## src/rtl/dma_rx_buffer.sv

```systemverilog
// Receive-side sink for the DMA core: word FIFO with valid/ready output, sticky overflow
// and a per-frame mod-256 checksum. Define DMA_RX_FRAME_LEN_EN to add the frame_len output.
module dma_rx_buffer #(
  parameter int DATA_W = 7,
  parameter int DEPTH  = 8,
  parameter int ADDR_W = 3
) (
  input  logic              clk,
  input  logic              rst,
  input  logic [DATA_W-1:0] in_data,
  input  logic              in_valid,
  input  logic              in_last,
  output logic [DATA_W-1:0] out_data,
  output logic              out_valid,
  input  logic              out_ready,
  output logic [ADDR_W:0]   count,
  output logic              overflow,
  input  logic              ovf_clr,
  output logic [7:0]        frame_sum,
`ifdef DMA_RX_FRAME_LEN_EN
  output logic [7:0]        frame_len,
`endif
  output logic              frame_done
);

  localparam int              CW      = ADDR_W + 1;
  localparam logic [ADDR_W:0] LP_FULL = DEPTH[ADDR_W:0];

  typedef enum logic {S_IDLE, S_ACTIVE} state_t;

  state_t            r_state, w_state_nxt;
  logic [DATA_W-1:0] r_mem [DEPTH];
  logic [ADDR_W-1:0] r_wr_ptr, r_rd_ptr, w_rd_nxt;
  logic [ADDR_W:0]   r_count, w_count_nxt, w_count_after_pop;
  logic [DATA_W-1:0] r_out_data;
  logic              r_overflow, r_frame_done;
  logic [7:0]        r_run_sum, r_frame_sum, w_sum_base, w_sum_incl;
  logic              w_full, w_pop, w_push, w_drop;
`ifdef DMA_RX_FRAME_LEN_EN
  logic [7:0]        r_run_len, r_frame_len, w_len_base, w_len_incl;
`endif

  function automatic logic [7:0] sum_add(input logic [7:0] acc, input logic [DATA_W-1:0] d);
    return acc + 8'(d);
  endfunction

  function automatic logic [7:0] sat_inc(input logic [7:0] v);
    return (v == 8'hFF) ? v : v + 8'd1;
  endfunction

  always_comb begin
    w_full            = (r_count == LP_FULL);
    w_pop             = out_valid & out_ready;
    w_push            = in_valid & (~w_full | w_pop);
    w_drop            = in_valid & w_full & ~w_pop;
    w_rd_nxt          = w_pop ? r_rd_ptr + ADDR_W'(1) : r_rd_ptr;
    w_count_after_pop = r_count - CW'(w_pop);
    w_count_nxt       = w_count_after_pop + CW'(w_push);
    // IDLE always starts a frame from zero, whatever the accumulator holds
    w_sum_base        = (r_state == S_IDLE) ? 8'd0 : r_run_sum;
    w_sum_incl        = w_push ? sum_add(w_sum_base, in_data) : w_sum_base;
`ifdef DMA_RX_FRAME_LEN_EN
    w_len_base        = (r_state == S_IDLE) ? 8'd0 : r_run_len;
    w_len_incl        = w_push ? sat_inc(w_len_base) : w_len_base;
`endif
  end

  always_comb begin
    w_state_nxt = r_state;
    case (r_state)
      S_IDLE:   if (!in_last && w_push) w_state_nxt = S_ACTIVE;
      S_ACTIVE: if (in_last)            w_state_nxt = S_IDLE;
      default:                          w_state_nxt = S_IDLE;
    endcase
  end

  always_ff @(posedge clk) begin
    if (rst) r_state <= S_IDLE;
    else     r_state <= w_state_nxt;
  end

  always_ff @(posedge clk) begin
    if (w_push) r_mem[r_wr_ptr] <= in_data;
  end

  always_ff @(posedge clk) begin
    if (rst) begin
      r_wr_ptr     <= '0;
      r_rd_ptr     <= '0;
      r_count      <= '0;
      r_out_data   <= '0;
      r_overflow   <= 1'b0;
      r_run_sum    <= '0;
      r_frame_sum  <= '0;
      r_frame_done <= 1'b0;
`ifdef DMA_RX_FRAME_LEN_EN
      r_run_len    <= '0;
      r_frame_len  <= '0;
`endif
    end else begin
      if (w_push) r_wr_ptr <= r_wr_ptr + ADDR_W'(1);
      r_rd_ptr <= w_rd_nxt;
      r_count  <= w_count_nxt;
      // Head register: next stored word, or the incoming word when it lands in an empty FIFO
      if (w_count_after_pop != '0) r_out_data <= r_mem[w_rd_nxt];
      else if (w_push)             r_out_data <= in_data;
      if (w_drop)       r_overflow <= 1'b1;
      else if (ovf_clr) r_overflow <= 1'b0;
      r_frame_done <= in_last;
      if (in_last) begin
        r_frame_sum <= w_sum_incl;
        r_run_sum   <= '0;
      end else begin
        r_run_sum   <= w_sum_incl;
      end
`ifdef DMA_RX_FRAME_LEN_EN
      if (in_last) begin
        r_frame_len <= w_len_incl;
        r_run_len   <= '0;
      end else begin
        r_run_len   <= w_len_incl;
      end
`endif
    end
  end

  assign out_data   = r_out_data;
  assign out_valid  = (r_count != '0);
  assign count      = r_count;
  assign overflow   = r_overflow;
  assign frame_sum  = r_frame_sum;
  assign frame_done = r_frame_done;
`ifdef DMA_RX_FRAME_LEN_EN
  assign frame_len  = r_frame_len;
`endif

endmodule

```

## config.mk

```make
export PLATFORM = sky130hd
export DESIGN_NAME = dma_rx_buffer
export DESIGN_NICKNAME = d
export VERILOG_FILES = /design/src/rtl/dma_rx_buffer.sv
export SDC_FILE = /design/constraint.sdc
export NUM_CORES = 1
export LEC_CHECK = 0
export CAP_MARGIN = 20
export CORE_ASPECT_RATIO = 1.75
export CORE_MARGIN = 2
export CORE_UTILIZATION = 55
export CTS_CLUSTER_DIAMETER = 200
export DETAILED_ROUTE_END_ITERATION = 7
export PLACE_DENSITY = 0.76
export SYNTH_ARGS = -nofsm -noshare
export SYNTH_HDL_FRONTEND = slang
export SYNTH_SLANG_ARGS = --single-unit
```

## constraint.sdc

```tcl
create_clock -name clk -period 9.25 [get_ports clk]
set_input_delay 1.85 -clock clk [delete_from_list [all_inputs] [get_ports clk]]
set_output_delay 1.85 -clock clk [all_outputs]
set_load 0.05 [all_outputs]
```

==> results of run 1 <==
metrics by stage:
stage                     cell area (um^2)  setup WS (ns)  std cells  power, mW  utilization
after floorplan                       4621          5.163        371      1.004            -
after global placement                5040          4.551        482      1.145       0.6144
after detailed placement              5040          4.428        482      1.167       0.6144
after CTS                             5379          4.782        498      1.580       0.6557
after global routing                  5379          4.487        498      1.646       0.6557
final                                 5379          4.766        498      1.572       0.6557
synth_stat cells (7+ instances only):
cell       instances  area (um^2)
a2111oi_0          7        61.31
a211oi_1           7        52.55
a21oi_1            7        35.03
and2_1            13        81.33
and3_1             7        43.79
buf_2              8        40.04
clkbuf_1          11        41.29
dfxtp_1           36        720.7
edfxtp_1          56         1682
ha_1              13        162.7
inv_1             11        41.29
mux2i_1           28        280.3
mux4_2            18        405.4
nand2_1           29        108.9
nor2_1            28        105.1
nor3b_1            7        52.55
sequential cells by signal (all words and copies together) (netlist names):
signal and cells:
overflow 1, r_rd_ptr 3, frame_done 1, frame_sum 8, count 4, out_data 7, r_state 1, r_wr_ptr 3
r_mem 56, r_run_sum 8
kinds of logic (layout without fill, tap and decap cells):
group	count (synthesis)	after routing	share of synthesized area
buffers and inverters	36	71	0.03358
adder cells (fa/ha/maj)	14	14	0.03954
AND/OR/NAND/NOR	115	115	0.1286
multiplexers	51	51	0.1671
flip-flops	92	92	0.5199
XOR/XNOR	10	10	0.01895
AO/OA/AOI/OAI	53	53	0.09234
area by class of cell:
type | count | area (um^2) | area share
clock buffer | 9 | 225.2 | 0.04187
multi-input combinational | 243 | 2067 | 0.3843
sequential | 92 | 2402 | 0.4466
inverter | 12 | 47.55 | 0.008839
timing repair buffer | 43 | 407.9 | 0.07583
clock inverter | 7 | 113.9 | 0.02117
tap | 92 | 115.1 | 0.02140
tightest hold or removal path: cells and delay by family (launching register included):
kind / cells / cell delay, ns
AOI/OAI and AO/OA: 1 / 0.06
and+or+nand+nor: 1 / 0.06
DFF: 1 / 0.31
power breakdown:
group          internal (mW)  total [mW]  switching [mW]
logic                  0.277       0.645           0.367
clock network          0.263       0.416           0.153
registers              0.478       0.512          0.0343
total                   1.02        1.57           0.554
metal layers:
| layer | GRT usage | share of wire |
|---|---|---|
| met1 | 0.2600 | 0.38 |
| met2 | 0.4213 | 0.56 |
| met3 | 0.03062 | 0.040 |
| met4 | 0.1155 | 0.026 |
| met5 | 0 | 0 |
worst paths after layout:
| check | endpoint | slack (ns) | cells past startpoint |
|---|---|---|---|
| worst max register to register | out_data[4] | 6.11 | 10 |
| worst max-delay path | r_mem[6][2] | 4.77 | 7 |
| worst min-delay path | overflow | 0.48 | 2 |
| worst min register to register | overflow | 0.48 | 2 |
==> flow_summary.toml, run 1 <==
[synth]
ys_seq_area_frac = 0.5199
ys_warn_count = 0
synth-edff-count = 56
synth.avg_cell_area_um2 = 12.45
syn-num-nets = 398
syn_area_mm2 = 0.004621
async_flop_share = 0
synth_ff_type = "edfxtp_1"
syn-instance-count = 371
ys_ff_latch = 92
synth_cell_types = 52

[route]
drc_errors = 0
drtAntennaViolNets = 0
wirelength_um = 9894
routedWlPerCell_um = 19.87
dr.pass1.iters = 4
vias = 3099
drt_iter0_drc = 185
vias_per_cell = 6.223

[power_and_ir_drop]
leakage_nw = 1.882
peakVddDrop_mv = 0.1652
cellPowerDensity_mw_per_mm2 = 292.3

[timing]
tns_ns = 0
worstMarginPinSlew_ns = 1.111
timing.final.crit_share = 0.4847
finalMaxSlewViolations = 0
finalSetupViolCount = 0
worst_hold_slack_ns = 0.4795
hold_violations = 0
layout_min_cycle_time_ns = 4.484
fin_skew_ns = 0.007335
slew_headroom = 0.2594
fmax_mhz = 223.0
rsz0062_at_grt = "false"

[clocking]
cts_resized = 0
clk_pin_slew_worst_paths_ns = 0.07
htreeDepth = 3
post_cts_buffers = 0
root_buffer = "clkbuf_16"
tritoncts = "built"
clock-sinks = 92
clkLatencyLatePin_ns = 0.34
numCtsBuffers = 9
cts_max_path_buffers = 2
hold_buffers = 0

[critical_path]
end_kind = "register"
critPathTopFamily = "buffers and inverters"
worst-path-max-fanout = 25
crit_buf_inv = 3
crit_path_max_incr_delay_ns = 0.81
critPathLaunchType = "input port"
required_ns = 9.21
arrival_ns = 4.45
worstSetupPathType = "in2reg"
rr_startpoint = "count[1]"
critPathSlowestCell = "nor3b_1"
crit_chain = "clkdlybuf4s50_1, nand2b_1, o21ai_2, buf_4, inv_1, nand2_1, nor3b_1"
crit_start = "out_ready"

[final_layout]
layout_commonest_cell = "edfxtp_1"
fillers = 593
final_nets = 428
num_antenna_cells = 0
syn2layout_area_growth_pct = 16.41
layout_common_cells = "edfxtp_1, dfxtp_1, clkdlybuf4s50_1"
drive_above_1_share = 0.1330

[floorplan]
rows = 44
core_area_mm2 = 0.008203
die_area_mm2 = 0.009179
ios = 35
start_util = 0.5633
die_w_um = 73.29
fp.dieH_um = 125.3

[grt]
grt_use_total = 0.2339
grt_pass1_wl_um = 16060
grt_start_max_net_pins = 29
grt-ovfl-total = 0
first_global_vias = 3211
antenna_found_initial = 0

[min_path]
hold_start = "overflow"
hp-class = "reg2reg"

[flow_run]
cap_viol_max_count = 0

[run_status]
status = "finished, final reports clean"

[placed_design]
io_buffers = 34
finalWeightedCongestion = 0.8312
post-dp-hpwl_um = 7058
(Power assumes the default switching activity.)
==> inputs of run 2 (changes only) <==
--- a/config.mk
+++ b/config.mk
@@ -8,7 +8,7 @@
 export CAP_MARGIN = 20
 export CORE_ASPECT_RATIO = 1.75
 export CORE_MARGIN = 2
-export CORE_UTILIZATION = 55
+export CORE_UTILIZATION = 53
 export CTS_CLUSTER_DIAMETER = 200
 export DETAILED_ROUTE_END_ITERATION = 7
 export PLACE_DENSITY = 0.76
==> constraint.sdc (replaced) <==
create_clock -name clk -period 3.6 [get_ports clk]
set_input_delay 0.72 -clock clk [delete_from_list [all_inputs] [get_ports clk]]
set_output_delay 0.72 -clock clk [all_outputs]
set_load 0.05 [all_outputs]
==> run 2 against run 1 <==
Clock-buffer cell count up 3. Worst setup slack lost 4.3 ns. Largest cell class unchanged. Register-to-register slack worse by 5.7 ns. Global-route usage down 0.53 points. First-iteration DRC count increased by 1.1%. Highest routed layer unchanged. Non-clock buffer count up 9. Sequential share of layout area is 0.66 points lower. Clock power grew 140%. Critical path depth is 2 higher. Via count increased by 2.8%. Combinational power grew to 2.6 times the previous value.
==> flow_summary.toml, run 2 (synthesis results as in run 1) <==
[run_status]
status = "finished, final reports clean"

[route]
drt_iter0_drc = 187
routedWlPerCell_um = 18.80
dr.pass1.iters = 4
vias = 3187
drtAntennaViolNets = 0
drc_errors = 0
wirelength_um = 10000
vias_per_cell = 5.991

[timing]
slew_headroom = 0.5087
worstMarginPinSlew_ns = 0.7345
tns_ns = 0
fin_skew_ns = 0.007173
finalMaxSlewViolations = 0
worst_hold_slack_ns = 0.4881
fmax_mhz = 316.1
layout_min_cycle_time_ns = 3.163
hold_violations = 0
finalSetupViolCount = 0
timing.final.crit_share = 0.8787
rsz0062_at_grt = "false"

[clocking]
cts_resized = 0
clock-sinks = 92
root_buffer = "clkbuf_16"
clk_pin_slew_worst_paths_ns = 0.06
cts_max_path_buffers = 2
post_cts_buffers = 0
tritoncts = "built"
numCtsBuffers = 9
htreeDepth = 3
clkLatencyLatePin_ns = 0.34
hold_buffers = 0

[critical_path]
ff2ff_path_depth = 9
crit_buf_inv = 1
crit_path_max_incr_delay_ns = 0.76
critPathSlowestCell = "o41ai_4"
arrival_ns = 3.39
crit_chain = "o41ai_4, inv_4, ha_1, ha_1, xnor2_1, and3_1, and2_1, nor2_1, a2111oi_1"
end_kind = "register"
critPathTopFamily = "compound AO/OA/AOI/OAI gates"
worst-path-max-fanout = 14
cp.depth = 9
worstSetupPathType = "reg2reg"
path_common_cell = "ha_1"
r2r_setup_slack_ns = 0.44
critPathLaunchType = "register"
required_ns = 3.82

[floorplan]
fp.dieH_um = 127.5
rows = 45
die_w_um = 74.58
core_area_mm2 = 0.008558
ios = 35
die_area_mm2 = 0.009510
start_util = 0.5399

[final_layout]
top_register = "r_mem"
drive_above_1_share = 0.1518
largest_reg_flops = 56
layout_common_cells = "edfxtp_1, dfxtp_1, clkdlybuf4s50_1"
syn2layout_area_growth_pct = 18.14
design_area_mm2 = 0.005459
num_antenna_cells = 0
final_nets = 437
layout_commonest_cell = "edfxtp_1"

[flow_run]
cap_viol_max_count = 0

[placed_design]
io_buffers = 34
finalWeightedCongestion = 0.8524
post-dp-hpwl_um = 7311
placed_cell_area_mm2 = 0.005139

[power_and_ir_drop]
cellPowerDensity_mw_per_mm2 = 728.3
peakVddDrop_mv = 0.4920
leakage_nw = 1.921
p_total_mw = 3.976

[grt]
grt_pass1_wl_um = 16100
grt_use_total = 0.2287
first_global_vias = 3225
grt_start_max_net_pins = 29
grt-ovfl-total = 0
antenna_found_initial = 0

[min_path]
min_path_cells = 2
hp-class = "reg2reg"
==> run 2: worst min-delay path: stages, from the launching register on <==
cell	delay [ns]
dfxtp_1	0.31
nand2b_1	0.06
a21oi_1	0.06
==> run 2: path summary, 6_finish.rpt <==
path / start / to
min reg2reg: overflow / overflow
max reg2reg: count[1] / out_data[2]
max: count[1] / out_data[2]
min: overflow / overflow
==> run 2: area by class of cell <==
| cell class | count | area (um^2) |
|---|---|---|
| inverters | 12 | 47.55 |
| flip-flops and latches | 92 | 2402 |
| clock buffers | 12 | 246.5 |
| multi-input cells | 243 | 2067 |
| clock inverters | 4 | 73.82 |
| well taps | 117 | 146.4 |
| fillers | 679 | 3099 |
| repair buffers | 52 | 475.5 |
==> run 2: per-stage QoR <==
stage	setup slack, ns	std cells	util
finish	0.4368	532	0.6379
global route	0.2299	532	0.6379
global placement	0.3458	516	0.6004
detailed placement	0.2025	516	0.6004
CTS	0.4012	532	0.6379
floorplan	0.3023	371	-
==> run 2: power breakdown <==
group	switching, mW	internal, mW	total [mW]	leakage, nW
Clock	0.382	0.628	1.01	0.153
Combinational	0.937	0.715	1.65	0.963
Sequential	0.0868	1.23	1.31	0.805
Total	1.41	2.57	3.98	1.92
==> run 2: metal layers <==
metal	vias up	wire, um	GRT usage
li1	1481	-	-
met1	1598	3653	0.2500
met2	89	5722	0.4201
met3	19	415	0.04259
met4	0	211	0.08929
met5	-	0	0
==> inputs of run 3 (changes only) <==
--- a/config.mk
+++ b/config.mk
@@ -12,6 +12,8 @@
 export CTS_CLUSTER_DIAMETER = 200
 export DETAILED_ROUTE_END_ITERATION = 7
 export PLACE_DENSITY = 0.76
+export SLEW_MARGIN = 20
 export SYNTH_ARGS = -nofsm -noshare
 export SYNTH_HDL_FRONTEND = slang
 export SYNTH_SLANG_ARGS = --single-unit
+export TNS_END_PERCENT = 20
==> results of run 3 <==
Final layout, timing and power as in run 2 (identical DEF).
